==> config.mk <==
export PLATFORM = sky130hd
export DESIGN_NAME = psum_shift_accumulator
export DESIGN_NICKNAME = d
export VERILOG_FILES = /design/src/rtl/psum_shift_accumulator.sv
export SDC_FILE = /design/constraint.sdc
export NUM_CORES = 1
export LEC_CHECK = 0
export CAP_MARGIN = 20
export CORE_UTILIZATION = 60
export CTS_BUF_LIST = sky130_fd_sc_hd__clkbuf_8
export DETAILED_ROUTE_END_ITERATION = 8
export PLACE_DENSITY = 0.86
export SLEW_MARGIN = 20
export SYNTH_ARGS = -nofsm -noshare
export SYNTH_HDL_FRONTEND = slang
export SYNTH_SLANG_ARGS = --single-unit
==> constraint.sdc <==
create_clock -name CLK -period 9.1 [get_ports CLK]
set_clock_uncertainty 0.1 [all_clocks]
set_input_delay 1.82 -clock CLK [delete_from_list [all_inputs] [get_ports CLK]]
set_output_delay 1.82 -clock CLK [all_outputs]
set_load 0.01 [all_outputs]
==> src/rtl/psum_shift_accumulator.sv <==
// psum_shift_accumulator
//   Recombines bit-slice / channel-tile partial sums from a PE row into one
//   wide signed output-activation sum. Each accepted beat is sign-extended,
//   shifted left by its bit significance and added to the running group
//   accumulator. The beat flagged i_Last closes the group, and the finished
//   sum is loaded into a one-entry valid/ready output register.
//
// Optional feature macro: PSUM_ACC_SAT_EN
//   defined   : additions saturate to the signed BITS_ACC range and o_Sat
//               reports whether any addition in the group saturated
//   undefined : two's-complement wrap-around, o_Sat tied to 0
//
// Ports
//   CLK, RST   rising-edge clock, synchronous active-high reset
//   i_Valid    partial-sum beat present
//   i_PSUM     signed partial sum (BITS_IN)
//   i_Shift    left shift for this beat (BITS_SHIFT)
//   i_Last     beat closes the accumulation group
//   i_Clear    discard the in-progress group (beat of this cycle dropped)
//   o_Ready    beat accepted this cycle when i_Valid is high
//   o_Valid    output register holds an unconsumed result
//   i_Ready    downstream consumes the result this cycle
//   o_Acc      signed accumulated result (BITS_ACC)
//   o_Count    number of beats in the result on o_Acc (CNT_W)
//   o_Err      sticky beat-counter overflow
//   o_Sat      result saturated (0 unless PSUM_ACC_SAT_EN)
module psum_shift_accumulator #(
  parameter int BITS_IN    = 12,
  parameter int BITS_ACC   = 24,
  parameter int BITS_SHIFT = 3,
  parameter int CNT_W      = 6
) (
  input  logic                  CLK,
  input  logic                  RST,
  input  logic                  i_Valid,
  input  logic [BITS_IN-1:0]    i_PSUM,
  input  logic [BITS_SHIFT-1:0] i_Shift,
  input  logic                  i_Last,
  input  logic                  i_Clear,
  output logic                  o_Ready,
  output logic                  o_Valid,
  input  logic                  i_Ready,
  output logic [BITS_ACC-1:0]   o_Acc,
  output logic [CNT_W-1:0]      o_Count,
  output logic                  o_Err,
  output logic                  o_Sat
);

  typedef enum logic {IDLE, ACCUM} state_t;

  localparam logic [CNT_W-1:0] CNT_MAX = '1;

  state_t                      r_state, w_state_next;
  logic signed [BITS_ACC-1:0]  r_acc, w_acc_next;
  logic [CNT_W-1:0]            r_cnt, w_cnt_next;
  logic signed [BITS_ACC-1:0]  r_out, w_out_next;
  logic [CNT_W-1:0]            r_count_out, w_count_out_next;
  logic                        r_valid, w_valid_next;
  logic                        r_err, w_err_next;

  logic                        w_ready;
  logic                        w_take;
  logic signed [BITS_ACC-1:0]  w_ext;
  logic signed [BITS_ACC-1:0]  w_term;
  logic signed [BITS_ACC-1:0]  w_base;
  logic signed [BITS_ACC-1:0]  w_sum;
  logic [CNT_W-1:0]            w_cnt_inc;

  // Ready depends only on the output register and downstream ready, so a
  // beat can enter in the same cycle the held result drains.
  assign w_ready = !(r_valid && !i_Ready);
  assign w_take  = i_Valid && w_ready;

  assign w_ext  = {{(BITS_ACC-BITS_IN){i_PSUM[BITS_IN-1]}}, i_PSUM};
  assign w_term = w_ext << i_Shift;
  assign w_base = (r_state == IDLE) ? '0 : r_acc;

  // Beat count saturates; the overflow is reported through o_Err instead.
  assign w_cnt_inc = (r_cnt == CNT_MAX) ? CNT_MAX : r_cnt + 1'b1;

`ifdef PSUM_ACC_SAT_EN
  localparam logic signed [BITS_ACC-1:0] ACC_MAX = {1'b0, {(BITS_ACC-1){1'b1}}};
  localparam logic signed [BITS_ACC-1:0] ACC_MIN = {1'b1, {(BITS_ACC-1){1'b0}}};

  logic signed [BITS_ACC:0] w_wide;
  logic                     w_ovf;
  logic                     w_grp_sat;
  logic                     r_sat_grp;
  logic                     r_sat_out;

  // One extra bit exposes signed overflow; the top bit gives its direction.
  assign w_wide    = {w_base[BITS_ACC-1], w_base} + {w_term[BITS_ACC-1], w_term};
  assign w_ovf     = w_wide[BITS_ACC] != w_wide[BITS_ACC-1];
  assign w_sum     = w_ovf ? (w_wide[BITS_ACC] ? ACC_MIN : ACC_MAX) : w_wide[BITS_ACC-1:0];
  assign w_grp_sat = ((r_state == IDLE) ? 1'b0 : r_sat_grp) | w_ovf;

  always_ff @(posedge CLK) begin
    if (RST) begin
      r_sat_grp <= 1'b0;
      r_sat_out <= 1'b0;
    end else if (i_Clear) begin
      r_sat_grp <= 1'b0;
    end else if (w_take) begin
      if (i_Last) begin
        r_sat_out <= w_grp_sat;
        r_sat_grp <= 1'b0;
      end else begin
        r_sat_grp <= w_grp_sat;
      end
    end
  end

  assign o_Sat = r_sat_out;
`else
  assign w_sum = w_base + w_term;
  assign o_Sat = 1'b0;
`endif

  always_comb begin
    w_state_next     = r_state;
    w_acc_next       = r_acc;
    w_cnt_next       = r_cnt;
    w_out_next       = r_out;
    w_count_out_next = r_count_out;
    w_valid_next     = r_valid;
    w_err_next       = r_err;

    if (r_valid && i_Ready) begin
      w_valid_next = 1'b0;
    end

    if (i_Clear) begin
      // Clear wins over any beat this cycle; the output side is untouched.
      w_acc_next   = '0;
      w_cnt_next   = '0;
      w_state_next = IDLE;
    end else if (w_take) begin
      if (i_Last) begin
        // A completing beat overrides a same-cycle drain.
        w_out_next       = w_sum;
        w_count_out_next = w_cnt_inc;
        w_valid_next     = 1'b1;
        w_acc_next       = '0;
        w_cnt_next       = '0;
        w_state_next     = IDLE;
      end else begin
        w_acc_next   = w_sum;
        w_cnt_next   = w_cnt_inc;
        w_state_next = ACCUM;
        if (r_cnt == CNT_MAX) begin
          w_err_next = 1'b1;
        end
      end
    end
  end

  always_ff @(posedge CLK) begin
    if (RST) begin
      r_state     <= IDLE;
      r_acc       <= '0;
      r_cnt       <= '0;
      r_out       <= '0;
      r_count_out <= '0;
      r_valid     <= 1'b0;
      r_err       <= 1'b0;
    end else begin
      r_state     <= w_state_next;
      r_acc       <= w_acc_next;
      r_cnt       <= w_cnt_next;
      r_out       <= w_out_next;
      r_count_out <= w_count_out_next;
      r_valid     <= w_valid_next;
      r_err       <= w_err_next;
    end
  end

  assign o_Ready = w_ready;
  assign o_Valid = r_valid;
  assign o_Acc   = r_out;
  assign o_Count = r_count_out;
  assign o_Err   = r_err;

endmodule

==> out/results.ini, run 1 <==
[outcome]
status=finished clean

[floorplan]
die_width_um=85.0
io_pins=55
start_util_pct=63.7
row_count=29
fp.coreArea_um2=6490
dieArea_um2=7230
die_y_um=85.0

[critical_path]
end_kind=flop
crit_top_cell=nand3_2
critPathSlowestCell=clkdlybuf4s50_1
crit_arrival_ns=5.44
critPathMaxStageDelay_ns=0.83
worstReg2RegStart=r_state$_SDFFE_PP0P_
cp-startpoint=i_Shift[1]
worstPathRequired_ns=9.25
cp_cell_sequence=clkdlybuf4s50_1 > inv_1 > and2_1 > o32ai_1 > ha_1 > o211ai_1 > o21a_1 > a211o_1 > nand3_2 > nand3_2 > or3_1 > a31oi_1
worstSetupPathType=in2reg
cp-start-kind=primary input
reg2reg_depth=11
path_max_fanout=19

[detailed_routing]
vias_per_cell=6.16
ant_nets=0
drt_iter0_markers=225
wire_per_inst_um=16.7
wirelength_mm=11.0
route.vias.total=4060
remaining_drc_errors=0
first_pass_iters=5

[cts]
cts.sinks=63
cts-buffers-inserted=9
postCtsHoldBufs=0
insertion_delay_ns=0.35
cts_resized=0
path_clk_slew_ns=0.08
root_buffer=clkbuf_8
clockBufferDepth=2
htree_levels=3
post_cts_buffers=0
cts_tree=done

[placed_design]
place_area_um2=4650
port_buffers=53
gp_congestion=0.936
dp_hpwl_mm=7.97

[global_route]
grt_pass1_wl_mm=18.4
grt_max_degree=47
grt_pass1_vias=3793
gr-total-overflow=0
grt_antenna_before_repair=0
grtUsageTotal_pct=32.2

[cells_and_area]
layout-drive-gt1-share_pct=5.15
num_antenna_cells=0
final_area_um2=4870
area_growth_pct=17.8
nNetsFinal=623

[timing]
period_share_pct=58.1
rsz0062_at_grt=no
drv_slew=0
hold_viol=0
tightest_slew_ns=0.999
max-slew-margin-rel_pct=33.1
fin_setup_tns_ns=0
fmaxAchievable_mhz=189
whs_ns=0.352
min_period_ns=5.29
setup_viol=0

[power]
finalPower_mw=0.670
powerDensity_nw_per_um2=138
peakVddDrop_mv=0.115
p_leak_nw=1.93

[logic_synthesis]
yosysSeqAreaShare_pct=30.5
ys_types=52
syn_area_per_cell_um2=7.57
yosysWarnings=0
synth_edf_count=0
syn-instance-count=546
synthesis.nets=592
synthesis.area_um2=4140
synth_ff_type=dfxtp_1
synthArstFlopShare_pct=0
synth_seq_cells=63

[min_path]
min_path_type=reg2reg
hold_depth=2
hp-start=r_acc[19]$_SDFFE_PP0P_

[flow_run]
maxCapViolations=0

synthesized netlist by cell type, types with 7 or more instances:
master    instances  area (um^2)
a21oi_1          56          280
a22o_1            7         61.3
a22oi_1           7         52.6
a31oi_1           7         43.8
and2_1           27          169
and3_1            7         43.8
clkbuf_1         32          120
dfxtp_1          63         1260
ha_1             24          300
inv_1             7         26.3
mux2i_1          10          100
nand2_1          83          312
nand3_1          12         60.1
nor2_1           43          161
nor3_1           14         70.1
o211ai_1          7         52.6
o21ai_0          32          160
xnor2_1           9         78.8
xor2_1           14          123
metrics by stage:
step                util (%)  setup slack (ns)  cells
detailed placement      71.6              3.52    643
CTS                     75.0              3.86    659
global route            75.0              3.53    659
global placement        71.6              3.57    643
finish                  75.0              3.81    659
floorplan                  -              4.20    546
critical path, delay by kind of cell:
family                   cells  cell delay, ns
AND/OR/NAND/NOR              4            0.85
adder cells (fa/ha/maj)      1            0.29
buffers and inverters        2            1.13
AO/OA/AOI/OAI                5            1.33
placed cells by master (no fill, tap or decap), types with 5 or more instances in the layout:
cell type and count:
o211ai_1 7, a31oi_1 7, and2_1 27, mux2_2 5, nand2b_1 6, clkdlybuf4s50_1 53
xnor2_1 9, a21oi_1 56, nand3_1 12, nor3_1 14, or4_1 5, a22oi_1 7
o21ai_0 32, and3_1 7, nand2_1 83, nand4b_1 5, a22o_1 7, ha_1 24
nor2_1 43, nand3b_1 6, dfxtp_1 63, clkbuf_8 9, inv_1 7, mux2i_1 10
xor2_1 14
sequential cells by signal, summed over array words and instances (netlist names):
name,cells
o_Acc,24
r_acc,24
o_Count,6
r_cnt,6
o_Err,1
o_Valid,1
r_state,1
path summary, 6_finish.rpt:
path                             to  slack, ns
max          o_Acc[15]$_SDFFE_PP0P_       3.81
min          r_acc[19]$_SDFFE_PP0P_       0.35
max reg2reg  o_Acc[22]$_SDFFE_PP0P_       5.58
min reg2reg  r_acc[19]$_SDFFE_PP0P_       0.35
cell families (layout without fill, tap and decap cells):
logic type               count (synthesis)  after routing  synth area share (%)
AND/OR/NAND/NOR                        227            227                  26.9
AO/OA/AOI/OAI                          148            148                  22.0
flip-flops                              63             63                  30.5
buffers and inverters                   44             80                  4.12
adder cells (fa/ha/maj)                 25             25                  7.75
XOR/XNOR                                23             23                  4.87
multiplexers                            15             15                  3.78
other                                    1              1                0.0907
area by class of cell:
cell class	count	area, um^2
multi-input cells	439	2710
fillers	536	1620
flip-flops and latches	63	1260
repair buffers	57	561
clock buffers	9	124
well taps	77	96.3
clock inverters	7	95.1
inverters	7	26.3
layer usage:
metal | part of all wire [%] | GRT usage (%) | up-vias
li1 | - | - | 1999
met1 | 46 | 44.1 | 1882
met2 | 46 | 51.7 | 159
met3 | 6.6 | 6.52 | 20
met4 | 1.5 | 8.63 | 0
met5 | 0 | 0 | -
power breakdown:
| group | switching, mW | internal [mW] |
|---|---|---|
| logic | 0.0659 | 0.0455 |
| clock network | 0.117 | 0.155 |
| registers | 0.00434 | 0.283 |
Power figures use the tool's default switching activity.
==> run 2, diff against run 1 <==
Settings changed: CORE_UTILIZATION 60 to 52, PLACE_DENSITY 0.86 to 0.79.
Clock period 9.1 ns to 4.7 ns, I/O delays scaled along.
==> run 2 against run 1 <==
  * Routed wire length shrank 2.0%
  * Clock power up 83%
  * Die area up 15%
  * First-iteration DRC count up 17%
  * Global-route usage decreased by 5.2 points
  * Register-to-register slack got worse by 4.1 ns
  * Clock-buffer cell count increased by 1
  * Non-clock buffer count up 9
==> out/results.ini, run 2 (synthesis results as in run 1) <==
[critical_path]
rrSetupSlack_ns=1.49
path_max_fanout=6
crit_top_cell=nand2b_1
critPathMaxStageDelay_ns=0.52
end_kind=flop
cp_cell_sequence=clkdlybuf4s50_1 > nand2b_1 > nor3_1 > ha_1 > inv_1 > fa_1 > nand2b_1 > a21oi_1 > o21ai_1 > a31oi_2 > a31oi_1 > or4_1 > nand3_1
worstSetupPathType=in2reg
critical_path.top_delay_family=simple AND/OR/NAND/NOR gates
path_buf_inv=2
critPathSlowestCell=clkdlybuf4s50_1
reg2reg_depth=12
worstPathRequired_ns=4.91
worstReg2RegStart=r_state$_SDFFE_PP0P_
cp-start-kind=primary input
timing.rr.end=o_Acc[16]$_SDFFE_PP0P_
crit_arrival_ns=4.51

[floorplan]
start_util_pct=53.5
die_width_um=91.2
dieArea_um2=8310
fp.coreArea_um2=7730
io_pins=55
die_y_um=91.2
row_count=32

[cts]
cts_tree=done
cts-buffers-inserted=9
insertion_delay_ns=0.36
htree_levels=3
cts.sinks=63
path_clk_slew_ns=0.08
clockBufferDepth=2
postCtsHoldBufs=0
post_cts_buffers=0
root_buffer=clkbuf_8
cts_resized=0

[min_path]
min_path_type=reg2reg
hp-start=o_Acc[11]$_SDFFE_PP0P_
hold_depth=2
min_to=o_Acc[11]$_SDFFE_PP0P_

[global_route]
grt_max_degree=47
grt_pass1_wl_mm=18.1
gr-total-overflow=0
grtUsageTotal_pct=26.9
grt_pass1_vias=3822
grt_antenna_before_repair=0

[detailed_routing]
route.vias.total=4064
first_pass_iters=5
vias_per_cell=5.86
wire_per_inst_um=15.6
drt_iter0_markers=263
wirelength_mm=10.8
ant_nets=0
remaining_drc_errors=0

[power]
powerDensity_nw_per_um2=257
finalPower_mw=1.27
p_leak_nw=1.97
peakVddDrop_mv=0.253

[timing]
max-slew-margin-rel_pct=51.1
rsz0062_at_grt=no
min_period_ns=4.30
tightest_slew_ns=0.731
drv_slew=0
period_share_pct=91.5
fmaxAchievable_mhz=233
whs_ns=0.352
setup_viol=0
hold_viol=0
fin_setup_tns_ns=0

[outcome]
status=finished clean

[cells_and_area]
layout-drive-gt1-share_pct=6.60
nNetsFinal=632
area_growth_pct=19.9
num_antenna_cells=0
layout_commonest_cell=nand2_1
layout_common_cells=nand2_1, dfxtp_1, a21oi_1, clkdlybuf4s50_1, nor2_1
fillCellCount=720
final_area_um2=4960
instances_no_fill=693

[placed_design]
gp_congestion=0.944
placedCellCount=677
port_buffers=53
place_area_um2=4750
dp_hpwl_mm=7.76

[flow_run]
maxCapViolations=0

## run 2: per-layer routing
metal | part of all wire [%] | track usage (%) | up-vias
met2 | 46 | 44.1 | 94
met4 | 1.9 | 9.26 | 0
met5 | 0 | 0 | -
met1 | 47 | 35.8 | 1939
met3 | 4.8 | 4.61 | 18
li1 | - | - | 2013
## run 2: worst register-to-register path: cells and delay by family (launching register included)
kind            cells  cell delay, ns
fa+ha+maj           2            0.57
compound gates      4            0.99
simple gates        4            0.87
flops               1            0.31
buf+inv             2            0.31
## run 2: area by class of cell
class / count / area, um^2 / area share (%)
inverters: 7 / 26.3 / 0.530
clock buffers: 10 / 138 / 2.78
clock inverters: 6 / 68.8 / 1.39
multi-input cells: 439 / 2710 / 54.6
repair buffers: 66 / 628 / 12.7
flip-flops and latches: 63 / 1260 / 25.4
well taps: 102 / 128 / 2.57
## run 2: through the flow
| stage | setup WS [ns] | util [%] |
|---|---|---|
| 2_1_floorplan | 0.682 | - |
| 3_3_place_gp | 0.101 | 61.5 |
| 3_5_place_dp | 0.0710 | 61.5 |
| 4_1_cts | 0.428 | 64.2 |
| 5_1_grt | 0.245 | 64.2 |
| 6_report | 0.400 | 64.2 |
## run 2: worst max-delay path by stage
stage / from / to / slack (ns) / cells after the start
after floorplan: i_Shift[0] / o_Acc[16]$_SDFFE_PP0P_ / 0.68 / 12
after global placement: i_Shift[0] / o_Acc[16]$_SDFFE_PP0P_ / 0.10 / 13
after detailed placement: i_Shift[0] / o_Acc[16]$_SDFFE_PP0P_ / 0.07 / 13
after CTS: i_Shift[0] / o_Acc[16]$_SDFFE_PP0P_ / 0.43 / 13
after global routing: i_Shift[0] / o_Acc[18]$_SDFFE_PP0P_ / 0.25 / 13
final: i_Shift[0] / o_Acc[16]$_SDFFE_PP0P_ / 0.40 / 13
## run 2: power by group
part	total, mW	switching, mW	internal, mW
sequential	0.554	0.00686	0.547
combinational	0.219	0.128	0.0910
clock	0.499	0.237	0.262
